### src/rtl/mem_stage_pkg.sv
// -----------------------------------------------------------------------------
// mem_stage_pkg
// Shared types and defaults for the MEM-stage data-memory access controller.
//   mem_state_e  : controller state (IDLE / BUSY / DONE), also exported on the
//                  controller's debug state output.
//   DEF_DATA_W   : default data/address width.
//   DEF_TIMEOUT  : default number of BUSY cycles to wait for an ack.
// -----------------------------------------------------------------------------
package mem_stage_pkg;

    typedef enum logic [1:0] {
        IDLE = 2'd0,
        BUSY = 2'd1,
        DONE = 2'd2
    } mem_state_e;

    localparam int unsigned DEF_DATA_W  = 32;
    localparam int unsigned DEF_TIMEOUT = 255;

endpackage

### src/rtl/mem_timeout_ctr.sv
// -----------------------------------------------------------------------------
// mem_timeout_ctr
// Counts BUSY cycles spent waiting for the memory acknowledge.
//   clk_i     : clock
//   rst_i     : asynchronous active-low reset (count -> 0)
//   clear_i   : synchronous clear, has priority over enable_i
//   enable_i  : count this cycle (BUSY and no ack)
//   expired_o : this cycle's increment makes the count reach TIMEOUT
// -----------------------------------------------------------------------------
module mem_timeout_ctr
    import mem_stage_pkg::*;
#(
    parameter int unsigned TIMEOUT = DEF_TIMEOUT
) (
    input  logic clk_i,
    input  logic rst_i,
    input  logic clear_i,
    input  logic enable_i,
    output logic expired_o
);

    localparam int unsigned CW = $clog2(TIMEOUT + 1);

    logic [CW-1:0] cnt_q;
    logic [CW-1:0] cnt_d;

    always_comb begin
        cnt_d = cnt_q;
        if (clear_i) begin
            cnt_d = '0;
        end else if (enable_i) begin
            cnt_d = cnt_q + 1'b1;
        end
    end

    // Flagged one cycle early so the controller can leave BUSY on the very
    // cycle the count reaches TIMEOUT.
    assign expired_o = enable_i && (cnt_q == CW'(TIMEOUT - 1));

    always_ff @(posedge clk_i or negedge rst_i) begin
        if (!rst_i) begin
            cnt_q <= '0;
        end else begin
            cnt_q <= cnt_d;
        end
    end

endmodule

### src/rtl/mem_access_unit.sv
// -----------------------------------------------------------------------------
// mem_access_unit
// MEM-stage data-memory access controller. Turns a load/store held in EX/MEM
// into one req/ack transaction and stalls the pipeline until it completes.
//
// Optional feature macro: MEM_MISALIGN_CHECK_EN
//   defined   : misaligned accesses are rejected in IDLE (misalign_o pulse,
//               no request, no stall, memData_o cleared).
//   undefined : misalign_o tied low, address bits [1:0] forced to zero.
//
// Ports
//   clk_i, rst_i               : clock, asynchronous active-low reset
//   memRead_i, memWrite_i      : load / store request (both set = store)
//   addr_i, wrData_i           : byte address, store data
//   memReq_o, memWe_o          : memory request, write enable
//   memAddr_o, memWdata_o      : memory address, write data
//   memAck_i, memRdata_i       : one-cycle completion strobe, read data
//   memData_o                  : load result for MEM/WB
//   stall_o                    : pipeline freeze (combinational)
//   err_o                      : sticky timeout flag
//   misalign_o                 : misaligned-access pulse
//   state_o                    : current controller state (debug)
//
// Memory handshake: memReq_o rises in the cycle after the access is accepted
// and stays high, with memWe_o/memAddr_o/memWdata_o frozen, until the cycle
// after memAck_i is seen high (or the wait times out). memAck_i is a single
// cycle strobe qualifying memRdata_i and is ignored whenever the controller is
// not in BUSY. The request may be withdrawn without an ack on timeout/reset.
// -----------------------------------------------------------------------------
module mem_access_unit
    import mem_stage_pkg::*;
#(
    parameter int unsigned DATA_W  = DEF_DATA_W,
    parameter int unsigned TIMEOUT = DEF_TIMEOUT
) (
    input  logic              clk_i,
    input  logic              rst_i,
    input  logic              memRead_i,
    input  logic              memWrite_i,
    input  logic [DATA_W-1:0] addr_i,
    input  logic [DATA_W-1:0] wrData_i,
    output logic              memReq_o,
    output logic              memWe_o,
    output logic [DATA_W-1:0] memAddr_o,
    output logic [DATA_W-1:0] memWdata_o,
    input  logic              memAck_i,
    input  logic [DATA_W-1:0] memRdata_i,
    output logic [DATA_W-1:0] memData_o,
    output logic              stall_o,
    output logic              err_o,
    output logic              misalign_o,
    output mem_state_e        state_o
);

    mem_state_e        state_q;
    logic              req_q;
    logic              we_q;
    logic [DATA_W-1:0] addr_q;
    logic [DATA_W-1:0] wdata_q;
    logic [DATA_W-1:0] data_q;
    logic              err_q;

    logic access;
    logic mis;
    logic expired;

    assign access = memRead_i | memWrite_i;

`ifdef MEM_MISALIGN_CHECK_EN
    assign mis = (state_q == IDLE) && access && (addr_i[1:0] != 2'b00);
`else
    assign mis = 1'b0;
`endif

    mem_timeout_ctr #(
        .TIMEOUT (TIMEOUT)
    ) u_timeout_ctr (
        .clk_i     (clk_i),
        .rst_i     (rst_i),
        .clear_i   (state_q == IDLE),
        .enable_i  ((state_q == BUSY) && !memAck_i),
        .expired_o (expired)
    );

    always_ff @(posedge clk_i or negedge rst_i) begin
        if (!rst_i) begin
            state_q <= IDLE;
            req_q   <= 1'b0;
            we_q    <= 1'b0;
            addr_q  <= '0;
            wdata_q <= '0;
            data_q  <= '0;
            err_q   <= 1'b0;
        end else begin
            case (state_q)
                IDLE: begin
                    if (mis) begin
                        data_q <= '0;
                    end else if (access) begin
                        state_q <= BUSY;
                        req_q   <= 1'b1;
                        we_q    <= memWrite_i;
                        // Word-aligned address; with the misalignment check
                        // enabled only aligned addresses get here anyway.
                        addr_q  <= addr_i & ~DATA_W'(3);
                        wdata_q <= wrData_i;
                    end
                end
                BUSY: begin
                    // An ack on the expiring cycle still completes normally.
                    if (memAck_i) begin
                        state_q <= DONE;
                        req_q   <= 1'b0;
                        data_q  <= we_q ? '0 : memRdata_i;
                    end else if (expired) begin
                        state_q <= DONE;
                        req_q   <= 1'b0;
                        err_q   <= 1'b1;
                        data_q  <= '0;
                    end
                end
                DONE: begin
                    // EX/MEM still holds the finished access here; never re-issue.
                    state_q <= IDLE;
                end
                default: begin
                    state_q <= IDLE;
                end
            endcase
        end
    end

    assign stall_o    = ((state_q == IDLE) && access && !mis) || (state_q == BUSY);
    assign misalign_o = mis;
    assign memReq_o   = req_q;
    assign memWe_o    = we_q;
    assign memAddr_o  = addr_q;
    assign memWdata_o = wdata_q;
    assign memData_o  = data_q;
    assign err_o      = err_q;
    assign state_o    = state_q;

endmodule

### config.mk
export PLATFORM = sky130hd
export DESIGN_NAME = mem_access_unit
export DESIGN_NICKNAME = d
export VERILOG_FILES = /design/src/rtl/mem_stage_pkg.sv /design/src/rtl/mem_timeout_ctr.sv /design/src/rtl/mem_access_unit.sv
export SDC_FILE = /design/constraint.sdc
export NUM_CORES = 1
export LEC_CHECK = 0
export BUFFER_PORTS_ARGS = -buffer_cell sky130_fd_sc_hd__buf_2
export CAP_MARGIN = 10
export CORE_ASPECT_RATIO = 0.7
export CORE_MARGIN = 1.5
export CORE_UTILIZATION = 47
export DETAILED_ROUTE_END_ITERATION = 7
export GPL_ROUTABILITY_DRIVEN = 0
export PLACE_DENSITY_LB_ADDON = 0.1
export SLEW_MARGIN = 20
export SYNTH_ARGS = -nofsm -noshare
export SYNTH_HDL_FRONTEND = slang
export SYNTH_SLANG_ARGS = --single-unit
### constraint.sdc
create_clock -name clk_i -period 2.2 [get_ports clk_i]
set_input_delay 0 -clock clk_i [delete_from_list [all_inputs] [get_ports clk_i]]
set_output_delay 0 -clock clk_i [all_outputs]
set_load 0.01 [all_outputs]
* Word-level counts from Yosys, hierarchy flattened
Cells that the tools add are included.
Widths: inputs -> output; s select.
** Word-level totals
- Flip-flop bits (word level) :: 107
- Output and inout port bits :: 103
- Word-level logic and storage cells :: 42
** Cells by class
- $add $sub $neg :: 1
- Equality and inequality tests :: 4
- Mux-type cells :: 13
- Bitwise gates (word level) :: 2
- Reductions and logical operators :: 14
** Operator list (count)
- $mux 32 :: 3
- $mux 8 :: 2
- $add 8x1->8 const B :: 1
- $eq 8x8->1 const B :: 1
- $mux 2 :: 3
- $reduce_and 2->1 :: 3
- $reduce_and 3->1 :: 2
- $reduce_bool 2->1 :: 3
- $pmux 2 s2 :: 1
- $logic_and 1x1->1 :: 3
- $mux 1 :: 3
- $ne 3x3->1 const B :: 1
- $eq 2x1->1 const B :: 1
- $logic_not 2->1 :: 1
- $ne 2x2->1 const B :: 1
- $pmux 1 s2 :: 1
- $logic_not 1->1 :: 1
- $logic_or 1x1->1 :: 1
- $not 1->1 :: 1
- $or 1x1->1 :: 1

* Longest topological paths before layout
Gate-level depths: netlist of run 1.
- Depth in word-level cells :: 6
- Gate-level depth with buffers :: 5
- Depth with buffers taken out :: 4

* Hierarchy
Synthesis of run 1 repeated with hierarchy kept, for this count alone.
** Second synthesis, totals
- Cells, all modules :: 343
- Area total of the unflattened synthesis :: 4699.5 sq um
** Modules (own cells, without submodules)
- mem_access_unit :: instances 1, cells each 302, area each 4287.9 sq um, sequential area each 2477.4 sq um
- mem_timeout_ctr :: instances 1, cells each 41, area each 411.6 sq um, sequential area each 200.2 sq um

* Worst setup path after synthesis of run 1
No wires, ideal clock.
- Path type :: register -> register
- Start point :: register state_q[1], in the netlist state_o[1]
- End point :: register wdata_q[3], in the netlist memWdata_o[3]
- Arrival time :: 1498 ps
- Path slack :: 577 ps
- Cell stages (with the launch flop) :: 6
- Path buffers :: 2
- Period minus slack after synthesis :: 1623 ps
- Cell sequence :: dfrtp_1 or2_1 buf_4 nor2_8 buf_6 mux2_2
** Between the ends
- Word-level cells in the longest chain between the ends :: 2
** Ends and longest elaborated chain
- start, declared :: RTL line mem_access_unit.sv:55 : mem_state_e state_q;
- start signal, assigned :: RTL line mem_access_unit.sv:87 : state_q <= IDLE;
- start signal, assigned :: RTL line mem_access_unit.sv:100 : state_q <= BUSY;
- start signal, assigned :: RTL line mem_access_unit.sv:112 : state_q <= DONE;
- $logic_not 2->1 :: RTL line mem_access_unit.sv:95 : case (state_q)
- $reduce_and 2->1 (no line)
- end signal, assigned :: RTL line mem_access_unit.sv:106 : wdata_q <= wrData_i;
- end, declared :: RTL line mem_access_unit.sv:59 : logic [DATA_W-1:0] wdata_q;
No other way between the ends.
A chain may end at the register's enable or synchronous reset.

* Worst setup path after layout of run 1
- Start point :: register state_q[0], in the netlist state_o[0]
- End point :: register addr_q[4], in the netlist memAddr_o[4]
** Between the ends
- Word-level cells in the longest chain between the ends :: 2
** Ends and longest elaborated chain
- $logic_not 2->1 :: RTL line mem_access_unit.sv:95
- $reduce_and 2->1 (no line)
- end signal, assigned :: RTL line mem_access_unit.sv:105 : addr_q <= addr_i & ~DATA_W'(3);
- end, declared :: RTL line mem_access_unit.sv:58 : logic [DATA_W-1:0] addr_q;
No other way between the ends.

==> summary by stage, run 1 <==
Outcome
The flow ran to the end, and the final reports show no timing, DRC or antenna violations.

Routing
For this run, the detailed router's first-pass iteration total came to 4. In this run the remaining antenna-violating nets after routing total 0. The total DRC errors in the routed layout is 0.

The post-detailed-routing wire length is between 10,000 and 15,000 microns. The wire length per cell after detailed routing is 16.7 microns. The via count is between 3,000 and 4,000.

Dividing the detail-routed via count by the number of cells gives 5.07. The number of violations reported at the end of detailed-routing iteration 0 is 150.

Yosys
The portion of the post-synthesis area used by sequential elements is 60.6%. The prevailing post-synth register cell is sky130_fd_sc_hd__dfrtp_1. The cell count after synthesis is around 300. The share of flip-flops with an asynchronous set or reset is 100%. The number of flops mapped to enable cells by yosys is 0. The number of different library cells used by synthesis comes to 33. The synthesized netlist occupies a cell area of 4420 sq um. After synthesis, the mean cell area works out to 14.7 sq um.

The number of storage elements in the synthesis netlist is 107. The count of synthesis-stage warnings from yosys is 0.

Power and ir drop
The switching part of the total power is 34.1%. The leakage power is about 0.0033 uW. The maximum vdd ir drop is around 0.75 mV. For this design the total switching power over the nets is 3120 uW. The cell internal power dissipation is 6030 uW.

Combinational logic burns 42.9% of the power. The relative contribution of the clock network to total power is 18.9%. In this run, flip-flops and latches consume 38.3% of the power. The power density over cell area is approximately 1300 nW/um^2.

Critical path
The critical path crosses 4 cells after its start point. The worst register-to-register path ends at memAddr_o[4]$_DFFE_PN0P_. The reg-to-reg startpoint is state_o[0]$_DFFE_PN0P_. Walking the worst path, the cells encountered are or2_1 -> nor2_8 -> buf_12 -> mux2_2. The data arrival at the endpoint of the critical path is about 2.1 ns. The critical path endpoint category is a register. The number of buffer and inverter stages on the critical path is 1.

The critical path's largest stage delay is between 0.4 and 0.5 ns. The worst register-to-register path has a depth of 4. The kind of cell adding the most delay to the critical path is simple AND/OR/NAND/NOR gates.

The largest fanout on the critical path is 20. STA classifies the critical path startpoint as a register. The slack of the worst reg-to-reg path is ~0.30 ns. The most critical setup path has its startpoint at state_o[0]$_DFFE_PN0P_. For the worst setup path, the data required time is between 2 and 2.5 ns. The type of the worst setup path is reg -> reg. The most critical setup path has its endpoint at memAddr_o[4]$_DFFE_PN0P_.

Among all stages on the critical path, the largest delay is contributed by sky130_fd_sc_hd__dfrtp_1.

Clock network
TritonCTS built the clock tree. The later pin in the worst-skew pair is clocked with a latency of approximately 0.34 ns. Clock tree synthesis selected as its root buffer the cell sky130_fd_sc_hd__clkbuf_16.

No sink is reached through more buffers than the 2 on the longest clock path. Clock-pin slew was measured on the worst setup and hold paths at about 0.070 ns. The number of H-tree branching levels is 3.

In this run, CTS created clock tree buffers numbering 9. The clock sink total is around 110.

Place
Once detailed placement completed, the half-perimeter wirelength came to roughly 7400 microns. In this run the tool buffered the top-level ports with a little under 200 buffer cells. Counting tap cells, the placed design contains a total of between 600 and 700 instances.

Timing
Setup repair after global routing left no endpoint under its margin. The final critical path time including I/O delays and setup is ~1.9 ns. The final setup violation count is 0. The number of slew-limit violations in the final report is 0. The final number of hold-violating endpoints came to 0. The final critical path takes up between 80% and 90% of the cycle. In the final timing run, aggregate negative setup slack is 0 ns. The worst clock skew is a little under 0.01 ns. The max-slew headroom at the worst pin is 62.6%. For the pin with the worst max-slew slack, the measured transition is 0.561 ns.

The hold slack is 0.0788 ns. The upper clock frequency limit is 527 MHz.

Cells and area
The area added between synthesis and finish is 55.0%. The antenna diode count is 0. Excluding fillers, the count of instances in the completed layout stands at around 730.

Of the cells placed in the final design, the portion with a size suffix greater than 1 is 47.5%. For this run, the post-layout net count is approximately 700.

Floorplanning
The height of the die is between 80 and 90 microns. The die area is between 10,000 and 15,000 sq um. The core region is 9110 sq um. The floorplan has 29 rows. Measured along the x axis, the die boundary spans about 120 microns. roughly 200 I/O pins were placed. The initial core utilization is 48.6%.

GRT
The first global-routing pass estimated approximately 20,000 microns of wire. The pin count of the biggest net entering global routing is 47. The via count of the first global-routing pass came to slightly below 4,000. After global routing the overflow that remains totals 0. The global-route usage over all layers is about a quarter. The number of antenna violations at the first check in global routing is 0.

Hold path
The path class of the tightest hold or removal check is in -> reg.

Flow run
The tool flagged a number of max-cap violations equal to 0.
-- layout by cell type (no fill, tap or decap), types with 2 or more instances in the layout --
master / instances
sky130_fd_sc_hd__mux2i_1: 5
sky130_fd_sc_hd__nand4_1: 2
sky130_fd_sc_hd__and2_1: 33
sky130_fd_sc_hd__clkbuf_16: 9
sky130_fd_sc_hd__a22o_1: 2
sky130_fd_sc_hd__buf_4: 6
sky130_fd_sc_hd__conb_1: 3
sky130_fd_sc_hd__o21ai_0: 3
sky130_fd_sc_hd__mux2_1: 4
sky130_fd_sc_hd__ha_1: 2
sky130_fd_sc_hd__a221o_1: 32
sky130_fd_sc_hd__bufinv_16: 2
sky130_fd_sc_hd__dfrtp_1: 107
sky130_fd_sc_hd__dlygate4sd3_1: 97
sky130_fd_sc_hd__mux2_2: 58
sky130_fd_sc_hd__and3_1: 2
sky130_fd_sc_hd__nand3_1: 3
sky130_fd_sc_hd__buf_2: 197
sky130_fd_sc_hd__nor2_1: 4
sky130_fd_sc_hd__buf_12: 5
sky130_fd_sc_hd__nand2_1: 8
-- sequential cells by signal, summed over array words and instances (netlist names) --
register	cells
memWdata_o	32
err_o	1
memAddr_o	30
u_timeout_ctr.cnt_q	8
state_o	2
memReq_o	1
memWe_o	1
memData_o	32
-- per-layer routing --
layer | track usage [%] | vias up | share of wire, %
met5 | 0 | - | 0
met4 | 9.42 | 0 | 2.9
met3 | 6.32 | 36 | 5.4
met2 | 44.0 | 150 | 51
met1 | 30.8 | 1814 | 41
li1 | - | 1691 | -
-- cell usage after synthesis (all sizes together) (2+ instances only) --
master    n  share of area [%]
and2     33                4.7
a22o      2               0.40
nand3     3               0.34
clkbuf    3               0.25
ha        2               0.57
nor2      5               0.79
nand4     2               0.28
nand2     8               0.68
nor3b     2               0.57
mux2     62                 16
and4      2               0.45
and3      2               0.28
dfrtp   107                 61
a221o    32                7.2
buf      16                3.5
mux2i     5                1.1
o21ai     3               0.34
-- through the flow --
step / worst slack [ns] / utilization, % / instance area, sq um / power, uW
CTS: 0.295 / 75.2 / 6850 / 9140
finish: 0.303 / 75.2 / 6850 / 9150
global placement: 0.374 / 61.0 / 5560 / 7100
detailed placement: 0.302 / 61.0 / 5560 / 7250
global route: 0.203 / 75.2 / 6850 / 9700
floorplan: 0.577 / - / 4430 / 5750
-- cell families after synthesis --
kind of cell    after synthesis  synth area share, %
fa+ha+maj                     2                0.566
flops                       107                 60.6
compound gates               42                 9.22
mux                          67                 16.9
simple gates                 62                 8.83
other cells                   1               0.0848
buf+inv                      20                 3.82
-- layout make-up --
type	instances	area, sq um
clock buffer	10	239
tap	124	155
sequential	107	2680
fill	609	2260
multi-input combinational	176	1590
clock inverter	5	85.1
timing repair buffer	305	2100
inverter	1	3.75
-- timing repair --
action	in CTS	in global routing
hold endpoints to repair	137	0
resized for setup	0	0
hold buffers	97	0
buffers inserted	0	0
-- worst reg2reg max path, cell delays in order, from the launching register on --
cell	delay, ns
sky130_fd_sc_hd__dfrtp_1	0.45
sky130_fd_sc_hd__or2_1	0.41
sky130_fd_sc_hd__nor2_8	0.35
sky130_fd_sc_hd__buf_12	0.22
sky130_fd_sc_hd__mux2_2	0.36
-- power by group through the flow --
stage          Clock (uW)  Sequential, uW  Combinational [uW]
2_1_floorplan           0            3910                1840
3_3_place_gp            0            3430                3660
3_5_place_dp            0            3500                3760
4_1_cts              1760            3470                3910
5_1_grt              1850            3640                4220
6_report             1730            3500                3920
-- how the worst min path moves through the flow --
stage	start	cells after the start	to	slack, ns
final	memAck_i	3	state_o[1]$_DFFE_PN0P_	0.08
after global routing	memAck_i	3	state_o[1]$_DFFE_PN0P_	0.08
after CTS	memAck_i	3	state_o[1]$_DFFE_PN0P_	0.07
after detailed placement	rst_i	1	memAddr_o[20]$_DFFE_PN0P_	0.03
after global placement	rst_i	1	memAddr_o[20]$_DFFE_PN0P_	0.02
after floorplan	rst_i	0	err_o$_DFFE_PN0P_	-0.30
No activity file was read; power rests on OpenSTA's default activity.
==> inputs of run 2 (changes only) <==
- CAP_MARGIN: 10 -> 20
- CORE_ASPECT_RATIO: 0.7 -> 1.1
- CORE_UTILIZATION: 47 -> 42
- clock period: 2.2 -> 1.7 ns (I/O delays scaled with it)
==> summary by stage, run 2 (synthesized netlist as in run 1, its figures left out) <==
Routing
The wire length per cell after detailed routing came to 14.8 microns (-11%). The number of violations reported at the end of detailed-routing iteration 0 is 119 (-21%). The detailed-routing iteration count for the pre-antenna-repair pass is 4 (unchanged).

The detail-routed via count per cell came to 4.77 (-6.0%). The post-detailed-routing wire length was 11,100 microns (-8.2%). The post-route antenna net violation count is 0 (unchanged). The total DRC errors in the routed layout is 0 (unchanged). The via count was 3,585 (-2.9%).

Timing
The worst clock skew is 0.00493 ns (-0.00487 ns). The final-layout setup total negative slack is 0 ns (unchanged). The upper clock frequency limit is 624 MHz (+18%).

The portion of the clock cycle consumed by the worst path in the final layout is 94.3% (+8.1 points). The transition time at the pin with the least slew margin is 0.560 ns (-0.000967 ns). The final critical path time including I/O delays and setup is 1.60 ns (-0.293 ns). The final setup violation count came to 0 (unchanged). The max-slew headroom at the worst pin was 62.7% (+0.065 points). The final number of hold-violating endpoints is 0 (unchanged).

Setup repair after global routing left no endpoint under its margin. The number of slew-limit violations in the final report came to 0 (unchanged).

Cells and area
The antenna diode count is 0 (unchanged). The utilization after layout is 66.6% (-8.6 points). The most common library cell in the layout ignoring fill and taps is sky130_fd_sc_hd__buf_2. The number of nets in the layout came to 708 (+0.71%). The library cells used most frequently in the layout, excluding fill and tap cells, are sky130_fd_sc_hd__buf_2, sky130_fd_sc_hd__dfrtp_1, sky130_fd_sc_hd__dlygate4sd3_1.

The area added between synthesis and finish is 55.1% (about the same). The filler cell count in the final layout is 740 (+22%). The share of layout cells above drive strength 1 came to 47.8% (+0.27 points).

Critical path
The type of the worst setup path is reg -> reg. The data arrival at the endpoint of the critical path came to 1.82 ns (-0.30 ns). The data required time at the worst endpoint was 1.92 ns (-0.50 ns).

The largest fanout on the critical path is 7 (-65%). The depth of the worst register-to-register path is 5 (+1). STA classifies the critical path endpoint as a register. The worst setup path is launched from a register.

Clock network
The post-CTS clock slew at the launch and capture registers of the worst setup and hold paths is 0.07 ns (about the same). The number of setup buffers added after CTS is 0 (unchanged). The buffer levels on the longest clock path is 2 (unchanged). The worst-skew pair later-pin latency is 0.33 ns (about the same).

The clock tree from TritonCTS is done. The number of clock buffers inserted by TritonCTS came to 9 (unchanged). The buffer cell driving the clock tree root is sky130_fd_sc_hd__clkbuf_16. The number of H-tree branching levels was 3 (unchanged). The clock sink total is 107 (unchanged).

GRT
The pin count of the biggest net entering global routing is 108 (+130%). In this run the most used layer during global routing was met2. The global-route track usage on met3 was 5.19% (-1.1 points). The met2 track utilization from global routing was 34.3% (-9.7 points).

The first-pass GRT wire length was 18,000 microns (-9.7%). The via count of the first global-routing pass came to 3,662 (-6.0%). The global-route usage over all layers is 20.4% (-4.8 points). The number of antenna violations at the first check in global routing is 0 (unchanged). The global-route met1 utilization came to 25.0% (-5.8 points). The total congestion overflow was 0 (unchanged).

Power and ir drop
The sequential share of power is 38.9% (+0.6 points). The cell internal power dissipation is 7560 uW (+25%). The switching part of the total power came to 34.2% (+0.059 points). The relative contribution of the clock network to total power came to 16.7% (-2.2 points). The leakage power came to 0.00328 uW (about the same). The net switching power of the design is 3920 uW (+26%).

The power density over cell area is 1670 nW/um^2 (+25%). The maximum vdd ir drop is 1.16 mV (+55%). The portion of total power attributed to combinational logic was 44.5% (+1.6 points).

Floorplanning
The number of placed I/O pins is 204 (unchanged). The area inside the core boundary is 10,300 sq um (+13%). The die area was 11,200 sq um (+11%).

The height of the die came to 111 microns (+31%). The row count was 39 (+34%). The initial core utilization is 42.9% (-5.6 points). The die boundary width is 101 microns (-15%).

Hold path
The path class of the tightest hold or removal check is in -> reg. The hold path depth is 3 (unchanged).

Outcome
The run finished with clean final reports.

Place
The half-perimeter wire length after detailed placement is 6840 microns (-7.1%). The number of port buffers was 198 (unchanged).

Flow run
The number of max-capacitance violations reported was 0 (unchanged).
## run 2: repair_timing
item                       CTS  global route
setup endpoints to repair    0             0
hold buffers                97             0
resized for setup            0             0
hold endpoints to repair   202             0
## run 2: routing by layer
metal,up-vias,share of wire (%)
met2,150,48
met3,15,7.4
met1,1719,42
met4,0,2.0
met5,-,0
li1,1701,-
## run 2: area by class of cell
| cell class | instances | area (sq um) | share of cell area, % |
|---|---|---|---|
| clock buffers | 11 | 243 | 3.54 |
| clock inverters | 4 | 26.3 | 0.383 |
| inverters | 1 | 3.75 | 0.0547 |
| multi-input cells | 176 | 1590 | 23.2 |
| flip-flops and latches | 107 | 2680 | 39.0 |
| well taps | 143 | 179 | 2.61 |
| repair buffers | 310 | 2140 | 31.2 |
## run 2: stage by stage
| stage | area, sq um | hold WS, ns | worst slack, ns | power [uW] | std cells |
|---|---|---|---|---|---|
| 2_1_floorplan | 4430 | -0.296 | 0.0772 | 7440 | 303 |
| 3_3_place_gp | 5620 | 0.120 | 0.154 | 9260 | 640 |
| 3_5_place_dp | 5620 | 0.124 | 0.123 | 9400 | 640 |
| 5_1_grt | 6860 | 0.0856 | 0.0430 | 12300 | 752 |
| 4_1_cts | 6860 | 0.0756 | 0.113 | 11500 | 752 |
| 6_report | 6860 | 0.0850 | 0.0963 | 11500 | 752 |
## run 2: path summary, 6_finish.rpt
path	slack [ns]	endpoint	from
setup / recovery	0.1	memWe_o$_DFFE_PN0P_	state_o[1]$_DFFE_PN0P_
hold / removal	0.09	err_o$_DFFE_PN0P_	memAck_i
setup reg to reg	0.1	memWe_o$_DFFE_PN0P_	state_o[1]$_DFFE_PN0P_
hold reg to reg	0.45	err_o$_DFFE_PN0P_	err_o$_DFFE_PN0P_
max in group asynchronous	0.97	u_timeout_ctr.cnt_q[7]$_DFFE_PN0P_	rst_i
min in group asynchronous	0.31	memAddr_o[21]$_DFFE_PN0P_	rst_i
## run 2: critical path: stages, from the launching register on
cell and delay (ns):
sky130_fd_sc_hd__dfrtp_1 0.37, sky130_fd_sc_hd__buf_4 0.16, sky130_fd_sc_hd__nor2_1 0.16, sky130_fd_sc_hd__nand2_1 0.08
sky130_fd_sc_hd__a22o_1 0.17, sky130_fd_sc_hd__dlygate4sd3_1 0.55
## run 2: power by group through the flow
stage	sequential (uW)	clock, uW	combinational [uW]
finish	4470	1910	5100
global route	4640	2100	5540
CTS	4450	1980	5120
detailed placement	4460	0	4930
global placement	4430	0	4830
floorplan	5060	0	2380
==> inputs of run 3 (changes only) <==
- CORE_ASPECT_RATIO: 1.1 -> 0.5
- SETUP_SLACK_MARGIN: not set -> 0.1
==> summary by stage, run 3 (synthesized netlist as in run 1, its figures left out) <==
Outcome
The flow ran to the end, and the final reports show no timing, DRC or antenna violations.

Critical path
The number of buffer and inverter stages on the critical path was 2 (unchanged). The critical path's largest stage delay is 0.38 ns (-0.17 ns). The signal on the critical path passes through or2_4 -> nor2_8 -> buf_12 -> clkbuf_16 -> mux2_2. The type of the worst setup path is reg -> reg. The data arrival at the endpoint of the critical path is 1.78 ns (-0.04 ns).

The kind of cell adding the most delay to the critical path is simple AND/OR/NAND/NOR gates. The slack of the worst reg-to-reg path was 0.14 ns (+0.04 ns). For this design, the slowest cell found on the critical path is sky130_fd_sc_hd__dfrtp_1. The end of the worst register-to-register path is memWdata_o[6]$_DFFE_PN0P_. The data required time at the worst endpoint came to 1.92 ns (about the same).

The critical path launch point type is a register. The depth of the worst register-to-register path is 5 (unchanged). The critical path endpoint category is a register. The largest fanout on the critical path is 6 (-1).

The reg-to-reg startpoint is state_o[0]$_DFFE_PN0P_.

Routing
The post-detailed-routing wire length is 11,600 microns (+4.6%). The detail-routed via count per cell was 4.74 (-0.56%). The total DRC errors in the routed layout was 0 (unchanged). The number of violations reported at the end of detailed-routing iteration 0 is 98 (-18%). The via count is 3,584 (-0.028%). The wire length per cell after detailed routing is 15.4 microns (+4.1%). The detailed-routing iteration count for the pre-antenna-repair pass is 4 (unchanged). The post-route antenna net violation count came to 0 (unchanged).

Clock network
The post-CTS clock slew at the launch and capture registers of the worst setup and hold paths is 0.06 ns (about the same). TritonCTS built the clock tree. The worst-skew pair later-pin latency came to 0.33 ns (about the same). The number of clock buffers inserted by TritonCTS is 9 (unchanged). The clock sink total is 107 (unchanged).

The tree is rooted in a sky130_fd_sc_hd__clkbuf_16. The number of H-tree branching levels is 3 (unchanged). The buffer levels on the longest clock path came to 2 (unchanged).

Place
The post-placement cell area is 5620 sq um (about the same). The half-perimeter wire length after detailed placement is 7030 microns (+2.7%). The placed cell count is 636 (-0.63%).

The number of port buffers is 198 (unchanged).

Cells and area
The final instance count without filler cells is 756 (+0.53%). The final instance area is 7040 sq um (+2.7%). The share of layout cells above drive strength 1 was 48.7% (+0.92 points). The number of nets in the layout is 717 (+1.3%). The antenna diode count came to 0 (unchanged).

Leaving out fill and tap cells, the most frequent cell in the layout is sky130_fd_sc_hd__buf_2. From synthesis to final layout, the design area changed by 59.2%. The top cell types in the final layout, fill and taps aside, are sky130_fd_sc_hd__buf_2, sky130_fd_sc_hd__dfrtp_1, sky130_fd_sc_hd__dlygate4sd3_1.

GRT
The via count of the first global-routing pass came to 3,534 (-3.5%). The first-pass GRT wire length is 17,000 microns (-5.3%). The pin count of the biggest net entering global routing is 38 (-65%). The global-route usage over all layers is 19.5% (-0.97 points). The total congestion overflow is 0 (unchanged). The number of antenna violations at the first check in global routing was 0 (unchanged).

Power and ir drop
The power after layout is 11,900 uW (+4.0%). The maximum vdd ir drop is 0.761 mV (-35%). The power density over cell area is 1700 nW/um^2 (+1.3%).

The leakage power was 0.00336 uW (+2.4%).

Floorplanning
The die area is 11,200 sq um (+0.33%). The initial core utilization is 43.3% (+0.34 points). The area inside the core boundary is 10,200 sq um (-0.79%). The die boundary width is 148 microns (+47%).

The height of the die came to 75.6 microns (-32%). The number of placed I/O pins is 204 (unchanged). The row count is 26 (-33%).

Timing
The worst clock skew is 0.00761 ns (+0.00268 ns). The final setup violation count is 0 (unchanged). The number of slew-limit violations in the final report is 0 (unchanged). The final number of hold-violating endpoints is 0 (unchanged). The final-layout setup total negative slack was 0 ns (unchanged). The portion of the clock cycle consumed by the worst path in the final layout is 91.8% (-2.5 points). Setup repair after global routing left no endpoint under its margin.

The upper clock frequency limit was 641 MHz (+2.7%). The hold slack came to 0.0987 ns (+0.0137 ns). The final critical path time including I/O delays and setup is 1.56 ns (-0.0427 ns).

Hold path
The beginning of the worst hold path is memAck_i. The hold path depth is 3 (unchanged). The terminating pin of the worst hold path is u_timeout_ctr.cnt_q[1]$_DFFE_PN0P_. The type of the tightest min-delay check is in -> reg.

Flow run
The number of max-capacitance violations reported is 0 (unchanged).
-- run 3: cell type report --
type	count	area [sq um]
fill	727	3170
clock inverter	3	42.5
timing repair buffer	319	2320
tap	140	175
sequential	107	2680
multi-input combinational	176	1590
clock buffer	10	229
inverter	1	3.75
-- run 3: power by group --
part | switching, uW | internal, uW
Clock | 849 | 1120
Sequential | 678 | 3790
Combinational | 2460 | 3060
-- run 3: stage by stage --
step / worst slack [ns] / utilization, %
after CTS: 0.109 / 67.2
after floorplan: 0.114 / -
after global routing: 0.103 / 68.9
after detailed placement: 0.116 / 55.0
final: 0.139 / 68.9
after global placement: 0.141 / 55.0
-- run 3: how the worst max path moves through the flow --
| stage | startpoint | to | slack (ns) | cells after the start |
|---|---|---|---|---|
| floorplan | state_o[1]$_DFFE_PN0P_ | memWdata_o[3]$_DFFE_PN0P_ | 0.11 | 5 |
| global placement | state_o[1]$_DFFE_PN0P_ | memAddr_o[11]$_DFFE_PN0P_ | 0.14 | 4 |
| detailed placement | state_o[1]$_DFFE_PN0P_ | memWdata_o[21]$_DFFE_PN0P_ | 0.12 | 4 |
| CTS | state_o[1]$_DFFE_PN0P_ | memWdata_o[21]$_DFFE_PN0P_ | 0.11 | 4 |
| global route | state_o[1]$_DFFE_PN0P_ | memAddr_o[3]$_DFFE_PN0P_ | 0.10 | 5 |
| finish | state_o[0]$_DFFE_PN0P_ | memWdata_o[6]$_DFFE_PN0P_ | 0.14 | 5 |
-- run 3: what timing repair did --
item	in CTS	in global routing
gates resized for setup	0	10
setup endpoints to repair	0	55
endpoints found under the hold margin	182	0
hold buffers	97	0
buffers inserted	0	3
-- run 3: worst min-delay path, stage by stage --
cell                      delay [ns]
sky130_fd_sc_hd__buf_2          0.15
sky130_fd_sc_hd__or3b_2         0.16
sky130_fd_sc_hd__o21ai_0        0.07
-- run 3: metal layers --
layer | track usage (%) | wire, microns | up-vias | share of wire [%]
met1 | 23.5 | 4990 | 1740 | 43
li1 | - | - | 1720 | -
met2 | 34.7 | 5850 | 114 | 50
met3 | 6.29 | 708 | 10 | 6.1
met4 | 5.06 | 94 | 0 | 0.81
met5 | 0 | 0 | - | 0
